==> src/rtl/lpddr3_phy_pkg.sv <==
// rtl/lpddr3_phy_pkg.sv - shared LPDDR3 PHY types and read-calibration constants
package lpddr3_phy_pkg;

  localparam int LPDDR3_DESER_WIDTH = 8;
  localparam logic [LPDDR3_DESER_WIDTH-1:0] LPDDR3_RD_CAL_PATTERN = 8'h1E;

  typedef enum logic [2:0] {
    IDLE,
    SETTLE,
    CHECK,
    SLIP,
    LOCKED,
    FAIL
  } rx_align_state_t;

endpackage

==> src/rtl/lpddr3_dq_rx_slip_align.sv <==
// rtl/lpddr3_dq_rx_slip_align.sv - per-DQ-bit RX word alignment via IOD bit-slip
module lpddr3_dq_rx_slip_align
  import lpddr3_phy_pkg::*;
#(
  parameter int                WIDTH         = LPDDR3_DESER_WIDTH,
  parameter logic [WIDTH-1:0]  TRAIN_PATTERN = LPDDR3_RD_CAL_PATTERN,
  parameter int                MATCH_COUNT   = 16,
  parameter int                SLIP_WAIT     = 4,
  localparam int               SLIPW         = $clog2(WIDTH) + 1
) (
  input  logic             FAB_CLK,
  input  logic             RX_SYNC_RST,
  input  logic             TRAIN_START,
  input  logic [WIDTH-1:0] RX_DATA_IN,
  output logic             RX_BIT_SLIP,
  output logic [WIDTH-1:0] RX_DATA_OUT,
  output logic             RX_DATA_VALID,
  output logic             TRAIN_DONE,
  output logic             TRAIN_FAIL,
  output logic [SLIPW-1:0] SLIP_COUNT
);

  rx_align_state_t  state, state_n;
  logic [7:0]       match_cnt, match_cnt_n;
  logic [7:0]       wait_cnt, wait_cnt_n;
  logic [SLIPW-1:0] slip_cnt, slip_cnt_n;
  logic [WIDTH-1:0] data_q;
  logic             word_match;

  assign word_match = (data_q == TRAIN_PATTERN);

  always_ff @(posedge FAB_CLK) begin
    if (RX_SYNC_RST) begin
      state     <= IDLE;
      match_cnt <= '0;
      wait_cnt  <= '0;
      slip_cnt  <= '0;
      data_q    <= '0;
    end else begin
      state     <= state_n;
      match_cnt <= match_cnt_n;
      wait_cnt  <= wait_cnt_n;
      slip_cnt  <= slip_cnt_n;
      data_q    <= RX_DATA_IN;
    end
  end

  always_comb begin
    state_n     = state;
    match_cnt_n = match_cnt;
    wait_cnt_n  = wait_cnt;
    slip_cnt_n  = slip_cnt;
    case (state)
      IDLE, LOCKED, FAIL: begin
        if (TRAIN_START) begin
          state_n     = SETTLE;
          match_cnt_n = '0;
          wait_cnt_n  = '0;
          slip_cnt_n  = '0;
        end
      end
      SETTLE: begin
        // Give the IOD time to present the post-slip word before comparing.
        if (wait_cnt == 8'(SLIP_WAIT - 1)) begin
          state_n     = CHECK;
          match_cnt_n = '0;
        end else begin
          wait_cnt_n = wait_cnt + 8'd1;
        end
      end
      CHECK: begin
        if (word_match) begin
          if (match_cnt == 8'(MATCH_COUNT - 1)) state_n = LOCKED;
          else match_cnt_n = match_cnt + 8'd1;
        end else begin
          match_cnt_n = '0;
          // After WIDTH-1 slips every rotation has been seen once.
          if (slip_cnt < SLIPW'(WIDTH - 1)) state_n = SLIP;
          else state_n = FAIL;
        end
      end
      SLIP: begin
        if (slip_cnt < SLIPW'(WIDTH - 1)) slip_cnt_n = slip_cnt + SLIPW'(1);
        wait_cnt_n = '0;
        state_n    = SETTLE;
      end
      default: state_n = IDLE;
    endcase
  end

  assign RX_BIT_SLIP   = (state == SLIP);
  assign RX_DATA_VALID = (state == LOCKED);
  assign TRAIN_DONE    = (state == LOCKED);
  assign TRAIN_FAIL    = (state == FAIL);
  assign RX_DATA_OUT   = data_q;
  assign SLIP_COUNT    = slip_cnt;

endmodule

==> config.mk <==
export PLATFORM = sky130hd
export DESIGN_NAME = lpddr3_dq_rx_slip_align
export DESIGN_NICKNAME = d
export VERILOG_FILES = /design/src/rtl/lpddr3_phy_pkg.sv /design/src/rtl/lpddr3_dq_rx_slip_align.sv
export SDC_FILE = /design/constraint.sdc
export NUM_CORES = 1
export LEC_CHECK = 0
export ABC_AREA = 1
export CAP_MARGIN = 0
export CORE_MARGIN = 2
export CORE_UTILIZATION = 44
export CTS_CLUSTER_DIAMETER = 100
export DETAILED_ROUTE_END_ITERATION = 10
export PLACE_DENSITY_LB_ADDON = 0.1
export REMOVE_ABC_BUFFERS = 1
export SETUP_SLACK_MARGIN = 0.02
export SYNTH_ARGS = -nofsm -noshare
export SYNTH_HDL_FRONTEND = slang
export SYNTH_SLANG_ARGS = --single-unit
export TNS_END_PERCENT = 10
==> constraint.sdc <==
create_clock -name FAB_CLK -period 1.33 [get_ports FAB_CLK]
set_input_delay 0.399 -clock FAB_CLK [delete_from_list [all_inputs] [get_ports FAB_CLK]]
set_output_delay 0.399 -clock FAB_CLK [all_outputs]
set_load 0.02 [all_outputs]
After elaboration in Yosys (flattened, before gate mapping)
Index checks and enable logic that the tools add are counted.
{"block": "word_totals", "ff_bits": 31, "out_inout_bits": 16, "word_cells": 48}
{"block": "classes", "addsub": 3, "n_lt_le_gt_ge": 1, "eq_ne": 14, "muxes": 16, "n_reduce_logical": 9}
{"op": "$pmux 8 s3", "count": 2}
{"op": "$mux 8", "count": 5}
{"op": "$add 8x1->8 const B", "count": 2}
{"op": "$mux 3", "count": 5}
{"op": "$pmux 3 s4", "count": 1}
{"op": "$reduce_and 3->1", "count": 3}
{"op": "$eq 8x2->1 const B", "count": 1}
{"op": "$eq 8x4->1 const B", "count": 1}
{"op": "$eq 8x5->1 const B", "count": 1}
{"op": "$mux 4", "count": 2}
{"op": "$pmux 4 s2", "count": 1}
{"op": "$eq 3x2->1 const B", "count": 2}
{"op": "$eq 3x3->1 const B", "count": 2}
{"op": "$ne 2x2->1 const B", "count": 3}
{"op": "$ne 3x3->1 const B", "count": 2}
{"op": "$reduce_bool 3->1", "count": 2}
{"op": "$add 4x1->4 const B", "count": 1}
{"op": "$lt 4x3->1 const B", "count": 1}
{"op": "$reduce_and 4->1", "count": 1}
{"op": "$eq 3x1->1 const B", "count": 1}
{"op": "$logic_not 3->1", "count": 1}
{"op": "$reduce_or 3->1", "count": 1}
{"op": "$ne 2x1->1 const B", "count": 1}
{"op": "$reduce_bool 2->1", "count": 1}

Longest topological paths before layout
{"block": "logic_depth", "depth_word": 4, "ltp_mapped": 10, "depth_no_buf": 10}

Worst setup path before layout
OpenSTA, ideal clock, no wires.
{"block": "synth_timing", "path_kind": "flip-flop to output port", "startpoint": "register state[1]", "endpoint": "output TRAIN_DONE", "arrival_time_ps": 1040, "required_time_ps": 931, "slack_ps": -109, "stages_incl_launch_ff": 5, "n_path_buf": 1, "path_cell_list": "dfxtp_1 -> inv_1 -> nand2_1 -> nor2_1 -> buf_4"}
{"block": "synth_between", "elab_chain_cells": 1}
{"element": "start, declared", "line_no": "lpddr3_dq_rx_slip_align.sv:23", "rtl": "rx_align_state_t state, state_n;"}
{"element": "start signal, assigned", "line_no": "lpddr3_dq_rx_slip_align.sv:40", "rtl": "state <= state_n;"}
{"element": "$eq 3x3->1"}
{"element": "end, declared", "line_no": "lpddr3_dq_rx_slip_align.sv:18", "rtl": "output logic TRAIN_DONE,"}
Every way passes these cells.

Worst setup path after layout
{"block": "layout_timing", "startpoint": "register match_cnt[1]", "endpoint": "register match_cnt[7]"}
{"block": "layout_between", "elab_chain_cells": 4, "word_cells_on_any_way": 7, "cone_classes": "add/sub (1); eq/ne (2); mux (3); reduce/logical (1)"}
{"element": "start, declared", "line_no": "lpddr3_dq_rx_slip_align.sv:24", "rtl": "logic [7:0] match_cnt, match_cnt_n;"}
{"element": "start signal, assigned", "line_no": "lpddr3_dq_rx_slip_align.sv:41", "rtl": "match_cnt <= match_cnt_n;"}
{"element": "$add 8x1->8", "line_no": "lpddr3_dq_rx_slip_align.sv:74", "rtl": "else match_cnt_n = match_cnt + 8'd1;"}
{"element": "$mux 8", "line_no": "lpddr3_dq_rx_slip_align.sv:73", "rtl": "if (match_cnt == 8'(MATCH_COUNT - 1)) state_n = LOCKED;"}
{"element": "$mux 8", "line_no": "lpddr3_dq_rx_slip_align.sv:72", "rtl": "if (word_match) begin"}
{"element": "$pmux 8 s3", "line_no": "lpddr3_dq_rx_slip_align.sv:53", "rtl": "case (state)"}
Several ways; a longest one is shown, not always the timed one. The select of a mux whose other input is x is not followed.
A chain may end at the register's enable or synchronous reset.

==> flow_summary_export.csv <==
group,metric,value,unit
sta,clock.fmax,685,MHz
setup_path,cpPeakStageDelay,0.36,ns
logic_synthesis,synthTopCellsByArea,"dfxtp_1 (37%), nand2_1 (11%), nor2_1 (9.8%), inv_1 (8.5%), a21oi_1 (4.2%)",
layout,fillers,339,
sta,fin_crit_sh,1.10,
clock_network,insertion_delay,0.29,ns
clock_network,htreeDepth,2,
clock_network,hold_buffers,0,
min_path,min_path_type,"flip-flop to flip-flop",
logic_synthesis,synth_ff_type,"dfxtp_1",
clock_network,cts_tree,"done",
min_path,min_from,"wait_cnt[7]$_SDFFE_PP0P_",
detailed_routing,wire_per_inst,10.8,µm
sta,finalMaxSlewViolations,0,
min_path,hold_depth,2,
logic_synthesis,ys_warn_count,0,
grt,grt_pass1_vias,1656,
sta,fin_tns_setup,-1.34,ns
logic_synthesis,async_flop_share,0,
die,initial_utilization,0.460,
die,die_w,65.8,µm
sta,holdWs,0.509,ns
logic_synthesis,postSynthAreaPerCell,6.79,µm²
detailed_routing,drt_iter0_markers,58,
setup_path,critPathTopFamily,"simple AND/OR/NAND/NOR gates",
layout,final_area,2470,µm²
grt,grtUsageTotal,0.203,
die,core,3660,µm²
detailed_routing,vias,1727,
layout,utilization,0.674,
layout,seqCellArea,632,µm²
flow_run,cap_violations,0,
clock_network,cts_root_buf,"clkbuf_8",
logic_synthesis,yosysMostFrequentCell,"nand2_1",
layout,layout.nets,330,
die,placement_rows,22,
layout,areaGrowthSynthToFinish,46.6,%
clock_network,clkTransAtPathRegs,0.06,ns
grt,grt_max_degree,18,
outcome,status,"finished, violations left",
setup_path,worstPathCellList,"ha_4 -> nand2_4 -> nor2_4 -> nand4_1 -> nor2_4 -> nor2_8 -> o21ai_1 -> nor2_1",
grt,antenna_found_initial,0,
setup_path,rrSetupSlack,-0.13,ns
detailed_routing,drc,0,
detailed_routing,drtAntennaViolNets,0,
setup_path,path_max_fanout,5,
logic_synthesis,synthCells,248,
sta,tightest_slew,0.249,ns
place,dpl.cell_count,355,
power_and_ir_drop,max-vdd-ir-drop,954,µV
logic_synthesis,synth.distinct_cells,28,
detailed_routing,wirelength,3950,µm
detailed_routing,viasPerCell,4.73,
logic_synthesis,synth.largest_area_cell,"dfxtp_1",
setup_path,required,1.51,ns
detailed_routing,drt_pass1_iterations,4,
grt,grt_pass1_wl,6790,µm
power_and_ir_drop,leakage,1.12,nW
layout,stdcell_count,365,
logic_synthesis,synth_top_area_frac,0.369,
setup_path,cp_common_cell,"nor2_4",
layout,antennaDiodeCount,0,
setup_path,startpoint_type,"flip-flop",
setup_path,critPathBufInv,0,
sta,clock-skew-final,0.00625,ns
sta,setup_viol,22,
setup_path,r2r_cells,8,
min_path,hold_path_end,"wait_cnt[7]$_SDFFE_PP0P_",
setup_path,crit_slowest_cell,"dfxtp_2",
layout,multi_input_area,1010,µm²
setup_path,timing.rr.end,"match_cnt[7]$_SDFFE_PP0P_",
place,place_congestion,0.846,
grt,grt-ovfl-total,0,
power_and_ir_drop,powerDensity,1760,nW/µm²
outcome,violations,"negative setup slack",
setup_path,reg2reg_from,"match_cnt[1]$_SDFFE_PP0P_",
place,port_buffers,26,
sta,slew_headroom,0.833,
sta,rsz0062_at_grt,"yes",
die,die_area,4340,µm²
logic_synthesis,synthTopCellsByCount,"nand2_1 (50), nor2_1 (44), inv_1 (38), dfxtp_1 (31)",
place,place_area,2260,µm²
sta,layout_min_cycle_time,1.46,ns
logic_synthesis,yosysSeqAreaShare,0.369,
logic_synthesis,synth_edf_count,0,
sta,final_hold_viol_count,0,
clock_network,clock_path_buffers,2,
logic_synthesis,synth_area,1680,µm²
setup_path,worstPathArrival,1.64,ns
sta,fin_ws,-0.131,ns
die,ios,27,
setup_path,end_kind,"flip-flop",
die,die_y,65.8,µm
clock_network,numCtsBuffers,5,
layout,drive_gt1_frac,0.350,
logic_synthesis,ys_seq_elements,31,
setup_path,crit_type,"flip-flop to flip-flop",
clock_network,cts.sinks,31,
place,hpwl,2900,µm
## worst reg2reg max path: stages, from the launching register on
cell,delay (ns)
dfxtp_2,0.36
ha_4,0.16
nand2_4,0.06
nor2_4,0.10
nand4_1,0.15
nor2_4,0.27
nor2_8,0.08
o21ai_1,0.12
nor2_1,0.06
## state kept, by name, summed over array words and instances (netlist names)
name,cells
RX_DATA_OUT,8
match_cnt,8
wait_cnt,8
SLIP_COUNT,4
state,3
## area by class of cell
type | instances | share of cell area
tap | 48 | 0.0243
inverter | 42 | 0.0664
multi-input combinational | 172 | 0.411
timing repair buffer | 64 | 0.209
clock buffer | 7 | 0.0309
clock inverter | 1 | 0.00203
sequential | 31 | 0.256
## stage by stage
step / worst slack [ns] / power [mW]
after floorplan: -0.102 / 2.53
after global placement: -0.306 / 3.27
after detailed placement: -0.328 / 3.29
after CTS: -0.149 / 4.22
after global routing: -0.209 / 4.67
final: -0.131 / 4.34
## cell families (layout without fill, tap and decap cells)
logic type / after synthesis / after routing / synth area share
fa+ha+maj: 3 / 3 / 0.0223
buf+inv: 46 / 114 / 0.108
simple gates: 133 / 134 / 0.381
compound gates: 32 / 32 / 0.105
flops: 31 / 31 / 0.369
xor+xnor: 3 / 3 / 0.0156
## layout by cell type (no fill, tap or decap)
| cell | synthesis | layout |
|---|---|---|
| nor2_4 | 3 | 9 |
| nand3_1 | 10 | 10 |
| nand2_2 | 5 | 6 |
| buf_6 | 0 | 4 |
| o21ai_0 | 14 | 9 |
| nand2_4 | 1 | 4 |
| a21oi_2 | 1 | 3 |
| xor2_1 | 3 | 3 |
| dfxtp_4 | 0 | 1 |
| a21oi_1 | 14 | 12 |
| ha_1 | 3 | 1 |
| o21ai_1 | 1 | 6 |
| nand3_4 | 2 | 2 |
| clkdlybuf4s15_2 | 0 | 4 |
| dfxtp_2 | 0 | 6 |
| clkinv_2 | 1 | 2 |
| nand4_1 | 7 | 7 |
| nor2_2 | 4 | 7 |
| clkbuf_2 | 0 | 1 |
| nor2_1 | 44 | 36 |
| clkbuf_8 | 0 | 5 |
| buf_2 | 1 | 7 |
| nor3b_2 | 0 | 3 |
| inv_4 | 1 | 2 |
| buf_4 | 1 | 38 |
| nor3_1 | 3 | 2 |
| dfxtp_1 | 31 | 24 |
| clkbuf_1 | 2 | 2 |
| nor3_2 | 0 | 1 |
| a31oi_1 | 1 | 1 |
| inv_2 | 2 | 2 |
| ha_4 | 0 | 2 |
| inv_1 | 38 | 37 |
| nor2_8 | 1 | 1 |
| nand2_1 | 50 | 46 |
| clkdlybuf4s50_1 | 0 | 10 |
| a21oi_4 | 1 | 1 |
## what timing repair did
action | 4_1_cts | 5_1_grt
pin swaps | 15 | 10
buffers inserted | 1 | 0
gates cloned | 1 | 0
setup endpoints to repair | 38 | 33
resized for setup | 85 | 27
## power breakdown
| part | total [mW] | internal, mW | switching, mW | leakage (nW) |
|---|---|---|---|---|
| Combinational | 2.29 | 0.985 | 1.31 | 0.819 |
| Clock | 0.707 | 0.366 | 0.341 | 0.0422 |
| Sequential | 1.34 | 1.15 | 0.187 | 0.257 |
## metal layers
| layer | wire [µm] | vias to the layer above | global-route usage | share of wire |
|---|---|---|---|---|
| li1 | - | 906 | - | - |
| met1 | 1880 | 790 | 0.252 | 0.48 |
| met2 | 1880 | 25 | 0.336 | 0.48 |
| met3 | 119 | 6 | 0.0511 | 0.030 |
| met4 | 63 | 0 | 0.0781 | 0.016 |
| met5 | 0 | - | 0 | 0 |
## how the worst max path moves through the flow
| stage | from | endpoint | cells past startpoint |
|---|---|---|---|
| 2_1_floorplan | state[1]$_SDFFE_PP0P_ | RX_DATA_VALID | 3 |
| 3_3_place_gp | TRAIN_START | match_cnt[0]$_SDFFE_PP0P_ | 8 |
| 3_5_place_dp | TRAIN_START | match_cnt[7]$_SDFFE_PP0P_ | 8 |
| 4_1_cts | wait_cnt[1]$_SDFFE_PP0P_ | match_cnt[1]$_SDFFE_PP0P_ | 10 |
| 5_1_grt | wait_cnt[1]$_SDFFE_PP0P_ | match_cnt[7]$_SDFFE_PP0P_ | 10 |
| 6_report | match_cnt[1]$_SDFFE_PP0P_ | match_cnt[7]$_SDFFE_PP0P_ | 8 |
Note: power is estimated with default switching activity, not from simulation.
